--- config.mk ---
export PLATFORM = sky130hd
export DESIGN_NAME = cic_integrator_bank
export DESIGN_NICKNAME = d
export VERILOG_FILES = /design/src/rtl/cic_pkg.sv /design/src/rtl/cic_integrator_stage.sv /design/src/rtl/cic_integrator_bank.sv
export SDC_FILE = /design/constraint.sdc
export NUM_CORES = 1
export LEC_CHECK = 0
export ABC_AREA = 1
export BUFFER_PORTS_ARGS = -buffer_cell sky130_fd_sc_hd__buf_4
export CORE_ASPECT_RATIO = 2
export CORE_MARGIN = 1
export CORE_UTILIZATION = 45
export CTS_CLUSTER_DIAMETER = 80
export DETAILED_ROUTE_END_ITERATION = 10
export GPL_TIMING_DRIVEN = 0
export PLACE_DENSITY_LB_ADDON = 0.05
export SYNTH_ARGS = -nofsm -noshare
export SYNTH_HDL_FRONTEND = slang
export SYNTH_SLANG_ARGS = --single-unit
--- constraint.sdc ---
create_clock -name clk -period 5.9 [get_ports clk]
set_input_delay 0.295 -clock clk [delete_from_list [all_inputs] [get_ports clk]]
set_output_delay 0.295 -clock clk [all_outputs]
set_load 0.05 [all_outputs]
--- src/rtl/cic_pkg.sv ---
// Shared CIC definitions: default widths and the index-width helpers used by
// the integrator, comb and decimator blocks.
package cic_pkg;

  localparam int DEF_IN_BITS  = 10;
  localparam int DEF_ACC_BITS = 32;
  localparam int DEF_STAGES   = 3;
  localparam int DEF_CHANNELS = 2;

  function automatic int clog2(input int value);
    int result;
    result = 0;
    for (int i = 0; i < 31; i++) begin
      if ((32'sd1 <<< i) < value) begin
        result = i + 1;
      end
    end
    return result;
  endfunction

  // A single channel still needs a one-bit index port.
  function automatic int ch_width(input int channels);
    return (clog2(channels) < 1) ? 1 : clog2(channels);
  endfunction

endpackage

--- src/rtl/cic_integrator_stage.sv ---
// One integrator stage: a per-channel accumulator bank plus the pipeline
// register that carries the updated sum to the next stage.
module cic_integrator_stage
  import cic_pkg::*;
#(
  parameter int ACC_BITS = DEF_ACC_BITS,
  parameter int CHANNELS = DEF_CHANNELS,
  parameter int CH_W     = ch_width(DEF_CHANNELS)
) (
  input  logic                clk,
  input  logic                flush,
  input  logic [ACC_BITS-1:0] x_data,
  input  logic                x_valid,
  input  logic [CH_W-1:0]     x_chan,
  output logic [ACC_BITS-1:0] y_data,
  output logic                y_valid,
  output logic [CH_W-1:0]     y_chan
);

  logic [ACC_BITS-1:0] acc_q [CHANNELS];
  logic [ACC_BITS-1:0] acc_d [CHANNELS];
  logic [ACC_BITS-1:0] data_q, data_d;
  logic                valid_q, valid_d;
  logic [CH_W-1:0]     chan_q, chan_d;
  logic [ACC_BITS-1:0] sum_s;

  // Accumulate into the addressed channel only; the sum wraps modulo 2^ACC_BITS.
  always_comb begin
    acc_d   = acc_q;
    data_d  = data_q;
    valid_d = 1'b0;
    chan_d  = chan_q;
    sum_s   = {ACC_BITS{1'b0}};
    for (int c = 0; c < CHANNELS; c++) begin
      if (x_valid && (x_chan == CH_W'(c))) begin
        sum_s    = acc_q[c] + x_data;
        acc_d[c] = sum_s;
        data_d   = sum_s;
        valid_d  = 1'b1;
        chan_d   = x_chan;
      end else begin
        acc_d[c] = acc_q[c];
      end
    end
  end

  // State update; flush empties the accumulators and the pipeline register.
  always_ff @(posedge clk) begin
    if (flush) begin
      for (int c = 0; c < CHANNELS; c++) begin
        acc_q[c] <= {ACC_BITS{1'b0}};
      end
      data_q  <= {ACC_BITS{1'b0}};
      valid_q <= 1'b0;
      chan_q  <= {CH_W{1'b0}};
    end else begin
      acc_q   <= acc_d;
      data_q  <= data_d;
      valid_q <= valid_d;
      chan_q  <= chan_d;
    end
  end

  assign y_data  = data_q;
  assign y_valid = valid_q;
  assign y_chan  = chan_q;

endmodule

--- src/rtl/cic_integrator_bank.sv ---
// Multichannel CIC integrator section: STAGES cascaded integrator stages over
// time-multiplexed channels, one sample per cycle, latency STAGES cycles.
module cic_integrator_bank
  import cic_pkg::*;
#(
  parameter int IN_BITS  = DEF_IN_BITS,
  parameter int ACC_BITS = DEF_ACC_BITS,
  parameter int STAGES   = DEF_STAGES,
  parameter int CHANNELS = DEF_CHANNELS,
  localparam int CH_W    = ch_width(CHANNELS)
) (
  input  logic                clk,
  input  logic                rst,
  input  logic [IN_BITS-1:0]  in_data,
  input  logic                in_valid,
  input  logic [CH_W-1:0]     in_chan,
  input  logic                clear,
  output logic [ACC_BITS-1:0] out_data,
  output logic                out_valid,
  output logic [CH_W-1:0]     out_chan
);

  logic [STAGES:0][ACC_BITS-1:0] data_s;
  logic [STAGES:0]               valid_s;
  logic [STAGES:0][CH_W-1:0]     chan_s;
  logic                          flush_s;
  logic                          chan_ok_s;

  assign flush_s   = rst | clear;
  // Indices beyond the channel count are dropped before touching any state.
  assign chan_ok_s = ({1'b0, in_chan} < (CH_W+1)'(CHANNELS));

  assign data_s[0]  = ACC_BITS'($signed(in_data));
  assign valid_s[0] = in_valid & chan_ok_s;
  assign chan_s[0]  = in_chan;

  generate
    for (genvar s = 0; s < STAGES; s++) begin : g_stage
      cic_integrator_stage #(
        .ACC_BITS (ACC_BITS),
        .CHANNELS (CHANNELS),
        .CH_W     (CH_W)
      ) u_stage (
        .clk     (clk),
        .flush   (flush_s),
        .x_data  (data_s[s]),
        .x_valid (valid_s[s]),
        .x_chan  (chan_s[s]),
        .y_data  (data_s[s+1]),
        .y_valid (valid_s[s+1]),
        .y_chan  (chan_s[s+1])
      );
    end
  endgenerate

  assign out_data  = data_s[STAGES];
  assign out_valid = valid_s[STAGES];
  assign out_chan  = chan_s[STAGES];

endmodule

==> metrics list, run 1 <==
- The flow ran to the end, but the final reports show violations.
- Violations in the final reports: DRC
* H-tree depth: 1
- The floorplan step defined a die boundary enclosing 54,100 um2.
- Headroom to the max-slew limit came out at 0.0173.
* Width of the chip: 165 um
* RSZ-0062 raised after global routing: false
- Number of CTS-inserted buffers: 30
- DRC marker count from the first detailed-route iteration: 1,391
* Max-cap violation count: 0
- Leaving out fill and tap cells, the most frequent cell in the layout is sky130_fd_sc_hd__nand2_1.
* CP Data Arrival Time: 3380 ps
* Placed inst area: 25,100 um2
* Detailed Route WL: 109,000 um
* CTS resizes: 0
- Count of antenna-violating nets left after detailed routing: 0
- Final sum of negative setup slack: 0 ps
- No sink is reached through more buffers than the 3 on the longest clock path.
- The core region is 52,600 um2.
- Starting Density: 0.455
- Hold is met by 81.9 ps.
- Average cell area after synthesis: 5.82 um2
- Largest net degree at the start of global routing: 47
* Total standard cell area after synthesis: 23,900 um2
- Counting every instance in the synthesized netlist gives 4,109.
- Most frequent cells in the layout: 1,522 x sky130_fd_sc_hd__nand2_1, 662 x sky130_fd_sc_hd__inv_1, 353 x sky130_fd_sc_hd__a21oi_1
* Synthesis-to-layout area growth: 9.50%
- During synthesis, Yosys emitted a total of 0 warnings.
* Pre-CTS setup slack: 2620 ps
- STA classifies the critical path startpoint as a flop.
- Post-detailed-route via-to-cell ratio: 5.41
- CTS clock-pin slew for the worst setup and hold paths: 70 ps
- For the pin with the worst max-slew slack, the measured transition is 1470 ps.
- STA puts the critical path data required time at 6460 ps.
* TritonCTS clock tree: yes
* Class of the most critical setup path: flop to flop
- With fillers left out, the area of the finished cells amounts to 26,200 um2.
- Counting flops with an async set or reset pin after synthesis yields a share of 0.
* Synth Register Bits: 294
- Summing over every cut layer, the via total after detailed routing is 26,395.
- Across every metal layer, demand over resource in global routing totals 0.418.
* Primary FF master, synth: sky130_fd_sc_hd__dfxtp_1
- Yosys mapped a number of flops with a built-in enable equal to 0.
- Post-route DRC: 6
- Post-synthesis sequential area ratio: 0.246
* Core Rows: 119
* Die Span Y: 328 um
* Largest clock skew in the final design: 20.2 ps
- The worst setup path is captured at a flop.
- Final-stage net count: 4,397
- TritonCTS sink count: 294
- Buffers inserted during post-CTS setup optimization: 0
- In this run the clock root is driven by a sky130_fd_sc_hd__clkbuf_16.
- Leakage power summed over all cells: 14.6 nW
* Fraction of final layout cells with drive strength greater than 1: 0.0503
- For this run, the detailed router's first-pass iteration total came to 10.
- Subtracting the final worst setup slack from the clock period gives 2820 ps.
- Global routing finished with a remaining overflow of 0.
- Along the worst path, the maximum fanout reaches 5.
- Post-CTS Hold Fix Bufs: 0
* Vias in the first global route: 27,230
* Post-synthesis net count: 4,316
- IO Count: 49
- Initial antenna violation count: 4
* Number of buffers added on ports: 48
- The first global-routing pass estimated 163,000 um of wire.
- Achievable Freq: 0.355 GHz
* Final Max Slew Viols: 0
- Setup violations remaining at the end of the flow were counted as 0.
- At the end of routability-driven placement, the weighted congestion stood at 1.03.
- The path class of the tightest hold or removal check is primary input to flop.
* Maximum ir drop on the vdd rail: 0.204 mV
* Crit path setup slack, layout: 3080 ps
- Dividing total power by cell area gives a power density of 183 nW/um2.
* Share of the cycle needed by the critical path after routing: 0.478
- Final core utilization: 0.498
* Number of hold violations in the final report: 0
* Clock insertion delay at the later pin of the skew report: 660 ps
* Routed length per placed instance: 22.4 um
* HPWL after DPL: 90,400 um
- In this run, distinct cell masters in the synthesized netlist total 42.
-- per-layer routing --
metal / vias to the layer above / share of wire / global-route usage
met4: 2 / 0.15 / 0.504
met3: 593 / 0.045 / 0.0865
met1: 11858 / 0.28 / 0.317
met2: 861 / 0.52 / 0.779
met5: - / 0.00046 / 0
li1: 13081 / - / -
-- synth_stat cells (31+ instances only) --
library cell                  n  share of area
sky130_fd_sc_hd__nand2_1   1522           0.24
sky130_fd_sc_hd__inv_1      662           0.10
sky130_fd_sc_hd__a21oi_1    353          0.074
sky130_fd_sc_hd__nor2_1     298          0.047
sky130_fd_sc_hd__nand3_1    296          0.062
sky130_fd_sc_hd__dfxtp_1    294           0.25
sky130_fd_sc_hd__ha_1       186          0.097
sky130_fd_sc_hd__o21ai_0    143          0.030
sky130_fd_sc_hd__clkbuf_1    38         0.0060
sky130_fd_sc_hd__buf_4       32          0.010
sky130_fd_sc_hd__nand3b_1    31         0.0097
-- kinds of logic after synthesis --
family	synth area share
AND/OR/NAND/NOR	0.387
flip-flops	0.246
adder cells (fa/ha/maj)	0.102
AO/OA/AOI/OAI	0.122
XOR/XNOR	0.0132
buffers and inverters	0.129
-- sequential cells by signal, indices dropped and copies added (netlist names) --
name,count
g_stage.u_stage.y_chan,3
g_stage.u_stage.y_valid,3
g_stage.u_stage.y_data,96
g_stage.u_stage.acc_q,192
-- power breakdown --
part | switching, mW | leakage, nW | internal, mW | total [mW]
logic | 0.414 | 11.7 | 0.146 | 0.560
clock network | 0.981 | 0.513 | 1.22 | 2.20
registers | 0.0282 | 2.38 | 2.01 | 2.04
total | 1.42 | 14.6 | 3.37 | 4.80
-- stage by stage --
stage	instances	total power, mW
2_1_floorplan	4109	2.41
3_3_place_gp	4822	2.63
3_5_place_dp	4822	2.63
4_1_cts	4876	4.78
5_1_grt	4877	4.92
6_report	4880	4.80
-- area by class of cell --
| cell class | count | area [um2] |
|---|---|---|
| Tap cell | 665 | 832 |
| Multi-Input combinational cell | 3037 | 14900 |
| Antenna cell | 3 | 7.51 |
| Timing Repair Buffer | 49 | 368 |
| Clock inverter | 18 | 236 |
| Buffer | 111 | 569 |
| Sequential cell | 294 | 5890 |
| Inverter | 667 | 2500 |
| Clock buffer | 36 | 825 |
| Fill cell | 5959 | 26400 |
-- critical path, stage by stage, from the launching register on --
cell and delay (ps):
sky130_fd_sc_hd__dfxtp_1 370, sky130_fd_sc_hd__ha_1 400, sky130_fd_sc_hd__nand2_1 140, sky130_fd_sc_hd__nor2_1 400
sky130_fd_sc_hd__inv_1 110, sky130_fd_sc_hd__nor2_2 380, sky130_fd_sc_hd__nand4_1 340, sky130_fd_sc_hd__nand3_1 180
sky130_fd_sc_hd__nand2_1 70, sky130_fd_sc_hd__nand3_1 80, sky130_fd_sc_hd__nand3_1 110, sky130_fd_sc_hd__nand2_1 110
sky130_fd_sc_hd__inv_1 40
-- worst paths after layout --
| check | slack [ps] | depth (start not counted) | to | start |
|---|---|---|---|---|
| setup / recovery | 3080 | 12 | g_stage[1].u_stage.y_data[19] | g_stage[0].u_stage.y_data[16] |
| hold / removal | 80 | 4 | g_stage[0].u_stage.acc_q[0] | in_data[0] |
| setup reg to reg | 3080 | 12 | g_stage[1].u_stage.y_data[19] | g_stage[0].u_stage.y_data[16] |
| hold reg to reg | 460 | 2 | g_stage[2].u_stage.acc_q[59] | g_stage[2].u_stage.acc_q[59] |
No activity file was read; power rests on OpenSTA's default activity.
==> inputs of run 2 (changes only) <==
==> constraint.sdc (replaced) <==
create_clock -name clk -period 2.8 [get_ports clk]
set_input_delay 0.14 -clock clk [delete_from_list [all_inputs] [get_ports clk]]
set_output_delay 0.14 -clock clk [all_outputs]
set_load 0.05 [all_outputs]
==> metrics list, run 2 (synthesis gave the netlist of run 1 again) <==
* Hold Path Depth: 6 (+2)
* Most frequent cells in the layout: 1,517 x sky130_fd_sc_hd__nand2_1, 662 x sky130_fd_sc_hd__inv_1, 353 x sky130_fd_sc_hd__a21oi_1
- The placement-stage cell area came to 25,100 um2 (unchanged).
* Final Max Slew Viols: 0 (unchanged)
* Worst reg2reg startpoint: g_stage[0].u_stage.y_data[12]
- The routed wirelength normalized by instance count was 22.5 um (+0.43%).
- The initial antenna violation count is 4 (unchanged).
- The via count normalized by instance count is 5.43 (+0.31%).
* Number of buffers added on ports: 48 (unchanged)
* Count of antenna-violating nets left after detailed routing: 0 (unchanged)
- Launch point of the worst hold path: in_valid
- The remaining max-slew budget at the tightest pin is 0.0721 (+0.0548).
- In this run the critical register-to-register path is captured at g_stage[1].u_stage.acc_q[31].
- The die span in y came to 328 um (unchanged).
- Max-cap violation count: 0 (unchanged)
* RSZ-0062 raised after global routing: false
- The number of setup violations in the final report was 2 (+2).
* Share of total power in the clock network: 0.456 (-0.002)
- HPWL after DPL: 90,400 um (unchanged)
- The final net count is 4,399 (+0.045%).
* Core Rows: 119 (unchanged)
- Number of hold violations in the final report: 0 (unchanged)
- The worst reg-to-reg setup slack came to -10 ps (-3090 ps).
- Leakage power summed over all cells: 14.6 nW (+0.40%)
- Clock insertion delay at the later pin of the skew report: 640 ps (-20 ps)
- The worst setup path is launched from a flop.
- The remaining routing DRC violations is 6 (unchanged).
* Hold Path Class: primary input to flop
* Shortest clock period the worst path allows after layout: 2810 ps (-6.39 ps)
* Worst reg2reg path depth: 11 (-1)
* Proportion of total power due to net switching: 0.295 (-0.00191)
* Achievable Freq: 0.356 GHz (+0.23%)
* Switching power: 2.97 mW (+110%)
- Fraction of final layout cells with drive strength greater than 1: 0.0529 (+0.00259)
* First-pass GRT wire length: 163,000 um (+0.11%)
* Design internal power: 7.11 mW (+110%)
- Compared with the post-synthesis result, the final layout area differs by 9.79%.
- The number of flip-flops in the largest register came to 192 (unchanged).
- Detailed Route WL: 110,000 um (+0.45%)
- The final reports fail on DRC, setup timing.
* Maximum ir drop on the vdd rail: 0.430 mV (+110%)
- The overall die width was 165 um (unchanged).
- Final global-route overflow total: 0 (unchanged)
- Hold Crit Endpoint: g_stage[0].u_stage.y_data[1]
* Number of CTS-inserted buffers: 30 (unchanged)
- The setup slack of the critical path after layout was -11.8 ps (-3090 ps).
* Root Driver: sky130_fd_sc_hd__clkbuf_16
- Final sum of negative setup slack: -17.5 ps (-17.5 ps)
* Comb power frac: 0.118 (about the same)
- g_stage.u_stage.acc_q holds more flip-flops than any other register.
- The arrival time at the worst endpoint came to 3280 ps (-100 ps).
* CTS clock-pin slew for the worst setup and hold paths: 70 ps (about the same)
- Worst endpoint required time: 3270 ps (-3190 ps)
* IO Count: 49 (unchanged)
- The setup skew after layout came to 28.7 ps (+8.44 ps).
- The worst setup path is of the flop to flop kind.
- Starting Density: 0.455 (unchanged)
- Category of the worst setup path capture point: flop
- Number of search-and-repair iterations in the first detailed-routing pass: 8 (-2)
* Largest net degree at the start of global routing: 47 (unchanged)
* Status: finished with violations
- Total vias in the final route: 26,482 (+0.33%)
* Buffers inserted during post-CTS setup optimization: 0 (unchanged)
* Leading cell type in the layout, fill and taps excluded: sky130_fd_sc_hd__nand2_1
* Vias in the first global route: 27,186 (-0.16%)
- The H-tree depth was 1 (unchanged).
* Routability cong.: 1.03 (unchanged)
- PD cells: 384 nW/um2 (+110%)
- Final Cell Area: 26,200 um2 (+0.27%)
- TritonCTS built the clock tree.
* Maximum buffer depth of the clock tree: 3 (unchanged)
- The slew of the pin with the lowest slew margin was 1390 ps (-82.2 ps).
- TritonCTS sink count: 294 (unchanged)
- The die outline area is 54,100 um2 (unchanged).
- Share of the cycle needed by the critical path after routing: 1.00 (+0.527)
- DRC marker count from the first detailed-route iteration: 1,430 (+2.8%)
* Global Route Usage Sum: 0.418 (about the same)
* Area of the placeable core: 52,600 um2 (unchanged)
- Sequential share of power: 0.426 (about the same)
* Crit path from: g_stage[0].u_stage.y_data[12]
- The maximum fanout encountered on the critical timing path came to 5 (unchanged).
==> run 2: metal layers <==
metal / global-route usage / share of wire / up-vias
li1: - / - / 13096
met1: 0.318 / 0.28 / 11883
met2: 0.778 / 0.52 / 923
met3: 0.0826 / 0.048 / 578
met4: 0.507 / 0.15 / 2
met5: 0 / 0.00017 / -
==> run 2: area by class of cell <==
class,count,area (um2)
tap,665,832
multi-input combinational,3037,15000
clock inverter,18,236
antenna,2,5.00
clock buffer,36,825
inverter,667,2500
timing repair buffer,51,390
sequential,294,5890
buffer,111,569
fill,5953,26300
==> run 2: per-stage QoR <==
step	hold WS, ps	worst slack, ps	std cells	util	power [mW]
CTS	35.7	43.3	4879	0.498	10.1
detailed placement	446	-325	4822	0.477	5.54
finish	20.4	-11.8	4881	0.499	10.1
global placement	446	-340	4822	0.477	5.54
global route	52.6	1.94	4879	0.499	10.4
floorplan	381	864	4109	-	5.07
==> run 2: power groups by stage <==
| stage | clock [mW] | sequential, mW | combinational [mW] |
|---|---|---|---|
| 6_report | 4.60 | 4.30 | 1.19 |
| 5_1_grt | 4.78 | 4.30 | 1.28 |
| 4_1_cts | 4.62 | 4.30 | 1.16 |
| 3_5_place_dp | 0 | 4.39 | 1.15 |
| 3_3_place_gp | 0 | 4.39 | 1.14 |
| 2_1_floorplan | 0 | 4.37 | 0.704 |
==> run 2: worst max-delay path by stage <==
stage / to / slack, ps / cells past startpoint
6_report: g_stage[1].u_stage.acc_q[31] / -10 / 11
5_1_grt: g_stage[1].u_stage.acc_q[31] / 2 / 11
4_1_cts: g_stage[1].u_stage.y_data[26] / 40 / 14
3_5_place_dp: g_stage[0].u_stage.y_data[14] / -330 / 12
3_3_place_gp: g_stage[0].u_stage.y_data[14] / -340 / 12
2_1_floorplan: g_stage[1].u_stage.y_data[16] / 860 / 13
==> run 2: repair_timing <==
action | 4_1_cts | 5_1_grt
endpoints found under the hold margin | 4 | 0
setup endpoints to repair | 2 | 16
pin swaps | 0 | 1
hold buffers | 3 | 0
resized for setup | 1 | 15
==> run 2: critical path, stage by stage, from the launching register on <==
cell and delay (ps):
sky130_fd_sc_hd__dfxtp_1 400, sky130_fd_sc_hd__ha_1 410, sky130_fd_sc_hd__nand2_1 140, sky130_fd_sc_hd__nor2_1 530
sky130_fd_sc_hd__and2_1 210, sky130_fd_sc_hd__nand2_1 60, sky130_fd_sc_hd__nand2_1 400, sky130_fd_sc_hd__nand2_1 140
sky130_fd_sc_hd__nand2_1 90, sky130_fd_sc_hd__nand2_1 50, sky130_fd_sc_hd__nand3_1 120, sky130_fd_sc_hd__a21oi_1 80
==> inputs of run 3 (changes only) <==
--- a/config.mk
+++ b/config.mk
@@ -5,13 +5,13 @@
 export SDC_FILE = /design/constraint.sdc
 export NUM_CORES = 1
 export LEC_CHECK = 0
-export ABC_AREA = 1
-export BUFFER_PORTS_ARGS = -buffer_cell sky130_fd_sc_hd__buf_4
+export ABC_AREA = 0
 export CORE_ASPECT_RATIO = 2
 export CORE_MARGIN = 1
 export CORE_UTILIZATION = 45
 export CTS_CLUSTER_DIAMETER = 80
 export DETAILED_ROUTE_END_ITERATION = 10
+export DONT_BUFFER_PORTS = 1
 export GPL_TIMING_DRIVEN = 0
 export PLACE_DENSITY_LB_ADDON = 0.05
 export SYNTH_ARGS = -nofsm -noshare
==> metrics list, run 3 <==
* Number of distinct library cells after synthesis: 81 (+93%)
- The layout cell share with drive strength beyond 1 is 0.192 (+0.139).
* Starting Density: 0.455 (+0.000721)
- Share of the synthesized area in the top cell type: 0.293 (+0.0471)
* Synthesized instance count: 2,550 (-38%)
- Worst reg2reg startpoint: g_stage[2].u_stage.acc_q[0]
* Average cell area after synthesis: 7.87 um2 (+35%)
* Synth Register Bits: 294 (unchanged)
* Top register by number of flip-flops: g_stage.u_stage.acc_q
- The clock latency at the later pin of the worst-skew pair came to 600 ps (-40 ps).
- The maximum clock path buffer count came to 3 (unchanged).
* Area of the placeable core: 44,100 um2 (-16%)
- The summed area of non-filler cells in the final layout was 25,100 um2 (-4.5%).
- Final-stage net count: 2,913 (-34%)
- The H-tree depth is 1 (unchanged).
- Status: finished with violations
- First-pass GRT wire length: 109,000 um (-33%)
* Most frequent cells in the layout: 403 x sky130_fd_sc_hd__nand2_1, 276 x sky130_fd_sc_hd__a21oi_1, 253 x sky130_fd_sc_hd__dfxtp_1
- Number of buffers added on ports: 0 (-100%)
* CTS clock-pin slew for the worst setup and hold paths: 70 ps (about the same)
- Achievable Freq: 0.296 GHz (-17%)
- Launch point of the worst hold path: rst
- Post-synthesis sequential area ratio: 0.293 (+0.0471)
- The ratio of final minimum period to clock period came to 1.21 (+0.203).
* Fraction of registers with async set or reset after synthesis: 0 (unchanged)
- Max FFs per register: 192 (unchanged)
- Category of the worst setup path capture point: flop
- The worst setup path is launched from a flop.
- Max-cap violation count: 0 (unchanged)
- The cell leakage power is 10.4 nW (-29%).
- The detailed-route wire length was 72,500 um (-34%).
- The routed wirelength normalized by instance count is 22.1 um (-2.0%).
- By instance count, the leading cell after synthesis is sky130_fd_sc_hd__nand2_1.
- The count of endpoints failing hold in the final timing report was 0 (unchanged).
* Synthesis Warnings: 0 (unchanged)
- The number of buffers inserted during clock tree synthesis came to 30 (unchanged).
- Root Driver: sky130_fd_sc_hd__clkbuf_16
* Cell taking the most area after synthesis: sky130_fd_sc_hd__dfxtp_1
- Count of flip-flops with a built-in enable after synthesis: 0 (unchanged)
* TritonCTS sink count: 294 (unchanged)
- The slew of the pin with the lowest slew margin came to 1160 ps (-230 ps).
- Post-synthesis net count: 2,757 (-36%)
- The total congestion overflow was 0 (unchanged).
- The remaining routing DRC violations came to 0 (-6).
- The remaining max-slew budget at the tightest pin was 0.225 (+0.153).
- The number of setup violations in the final report came to 38 (+36).
- The time the worst path needs with I/O delays and setup was 3380 ps (+569 ps).
- Synthesis-to-layout area growth: 24.9%
- Maximum ir drop on the vdd rail: 0.526 mV (+23%)
* Initial antenna violation count: 0 (-4)
- Violations in the final reports: setup timing
* Routability cong.: 0.931 (-9.8%)
* Filler cell count: 4,138 (-30%)
- DRC marker count from the first detailed-route iteration: 730 (-49%)
- CP max FO: 4 (-1)
- PD cells: 417 nW/um2 (+8.6%)
- Die area: 45,500 um2 (-16%)
* HPWL after DPL: 54,700 um (-40%)
- Crit path setup slack, layout: -581 ps (-569 ps)
- Number of search-and-repair iterations in the first detailed-routing pass: 5 (-3)
* Most area-consuming cells after synthesis: sky130_fd_sc_hd__dfxtp_1 29%, sky130_fd_sc_hd__ha_1 12%, sky130_fd_sc_hd__a21oi_1 7.8%, sky130_fd_sc_hd__nand2_1 7.7%, sky130_fd_sc_hd__xnor2_1 4.7%
- IO Count: 49 (unchanged)
- Die Span Y: 301 um (-8.3%)
- The vias after detailed routing is 19,514 (-26%).
* Primary FF master, synth: sky130_fd_sc_hd__dfxtp_1
- The total global routing track utilization came to 0.316 (-0.103).
- Post-detailed-route via-to-cell ratio: 5.94 (+9.5%)
- The placement-stage cell area was 20,800 um2 (-17%).
- Power consumption: 10.5 mW (+3.8%)
- TritonCTS clock tree: yes
* Width of the chip: 151 um (-8.3%)
* Synth top cells by count: 411 x sky130_fd_sc_hd__nand2_1, 314 x sky130_fd_sc_hd__a21oi_1, 294 x sky130_fd_sc_hd__dfxtp_1
- Largest net degree at the start of global routing: 45 (-4.3%)
- Leaving out fill and tap cells, the most frequent cell in the layout is sky130_fd_sc_hd__nand2_1.
- The endpoint required time on the critical path is 3290 ps (+20 ps).
- Final sum of negative setup slack: -9120 ps (-9100 ps)
* Hold Path Class: primary input to flop
- Final Instance Count excl. Fillers: 3,284 (-33%)
- The worst setup path is of the flop to flop kind.
- The antenna diode count was 0 (-2).
* RSZ-0062 raised after global routing: true
* Largest clock skew in the final design: 21.0 ps (-7.69 ps)
- Crit path from: g_stage[2].u_stage.acc_q[0]
- The number of routed nets with antenna violations is 0 (unchanged).
- The arrival time at the worst endpoint was 3870 ps (+590 ps).
- Vias in the first global route: 19,908 (-27%)
- Core Rows: 109 (-8.4%)
- The number of pins exceeding their max-slew limit in the final report was 0 (unchanged).
* Total standard cell area after synthesis: 20,100 um2 (-16%)
- Placed cell count: 3,105 (-36%)
## run 3: cell types whose count changed after synthesis, sizes merged, moves of 52 or more
cell,change
nand2,-1128
inv,-630
nand3,-272
nor2,-112
a21o,+103
xnor2,+88
a211oi,+60
clkbuf,+58
mux2i,+52
## run 3: cell families after synthesis
logic type               Yosys count  share of synthesized area
AO/OA/AOI/OAI                    839                      0.266
XOR/XNOR                         172                     0.0758
adder cells (fa/ha/maj)          192                      0.122
buffers and inverters            182                     0.0401
flip-flops                       294                      0.293
multiplexers                      53                     0.0265
AND/OR/NAND/NOR                  818                      0.176
## run 3: final timing paths
path | end | slack, ps | depth (start not counted)
worst min register to register | g_stage[2].u_stage.acc_q[27] | 450 | 2
worst max register to register | g_stage[2].u_stage.y_data[28] | -580 | 12
worst min-delay path | g_stage[0].u_stage.acc_q[60] | 10 | 3
worst max-delay path | g_stage[2].u_stage.y_data[28] | -580 | 12
## run 3: where the power goes
part / total, mW / leakage (nW) / internal [mW] / switching (mW)
Combinational: 1.35 / 7.44 / 0.496 / 0.858
Sequential: 4.31 / 2.40 / 4.24 / 0.0708
Clock: 4.80 / 0.541 / 2.83 / 1.97
## run 3: per-stage QoR
| step | setup WS [ps] | hold WS, ps | util |
|---|---|---|---|
| final | -581 | 10.8 | 0.569 |
| after global routing | -618 | 30.4 | 0.569 |
| after CTS | -551 | 1.46 | 0.544 |
| after detailed placement | -1090 | 334 | 0.473 |
| after global placement | -1090 | 322 | 0.473 |
| after floorplan | -288 | 319 | - |
## run 3: layout make-up
class                      instances  area [um2]  area share
clock inverter                    22         347      0.0138
multi-input combinational       2074       15400       0.614
timing repair buffer             130        1080      0.0429
buffer                           139         651      0.0260
sequential                       294        5970       0.238
tap                              555         694      0.0277
inverter                          37         141     0.00564
clock buffer                      33         803      0.0321
## run 3: what timing repair did
action / CTS / global route
setup endpoints to repair: 134 / 136
endpoints found under the hold margin: 22 / 0
buffers inserted: 70 / 49
gates resized for setup: 254 / 161
pin swaps: 125 / 131
hold buffers: 13 / 0
## run 3: layer usage
metal | global-route usage | part of all wire | vias to the layer above
met3 | 0.0270 | 0.028 | 267
met4 | 0.227 | 0.082 | 0
li1 | - | - | 9467
met5 | 0 | 0 | -
met1 | 0.289 | 0.34 | 9313
met2 | 0.625 | 0.55 | 467
## run 3: worst max-delay path, cell delays in order (launching register included)
cell and delay, ps:
sky130_fd_sc_hd__dfxtp_2 340, sky130_fd_sc_hd__ha_4 180, sky130_fd_sc_hd__fa_2 340, sky130_fd_sc_hd__a21o_1 220
sky130_fd_sc_hd__a221o_2 390, sky130_fd_sc_hd__a31o_4 260, sky130_fd_sc_hd__a31oi_4 260, sky130_fd_sc_hd__a21oi_4 110
sky130_fd_sc_hd__a221o_2 430, sky130_fd_sc_hd__o21a_1 220, sky130_fd_sc_hd__a21o_2 220, sky130_fd_sc_hd__xnor2_2 210
sky130_fd_sc_hd__o2bb2ai_1 80
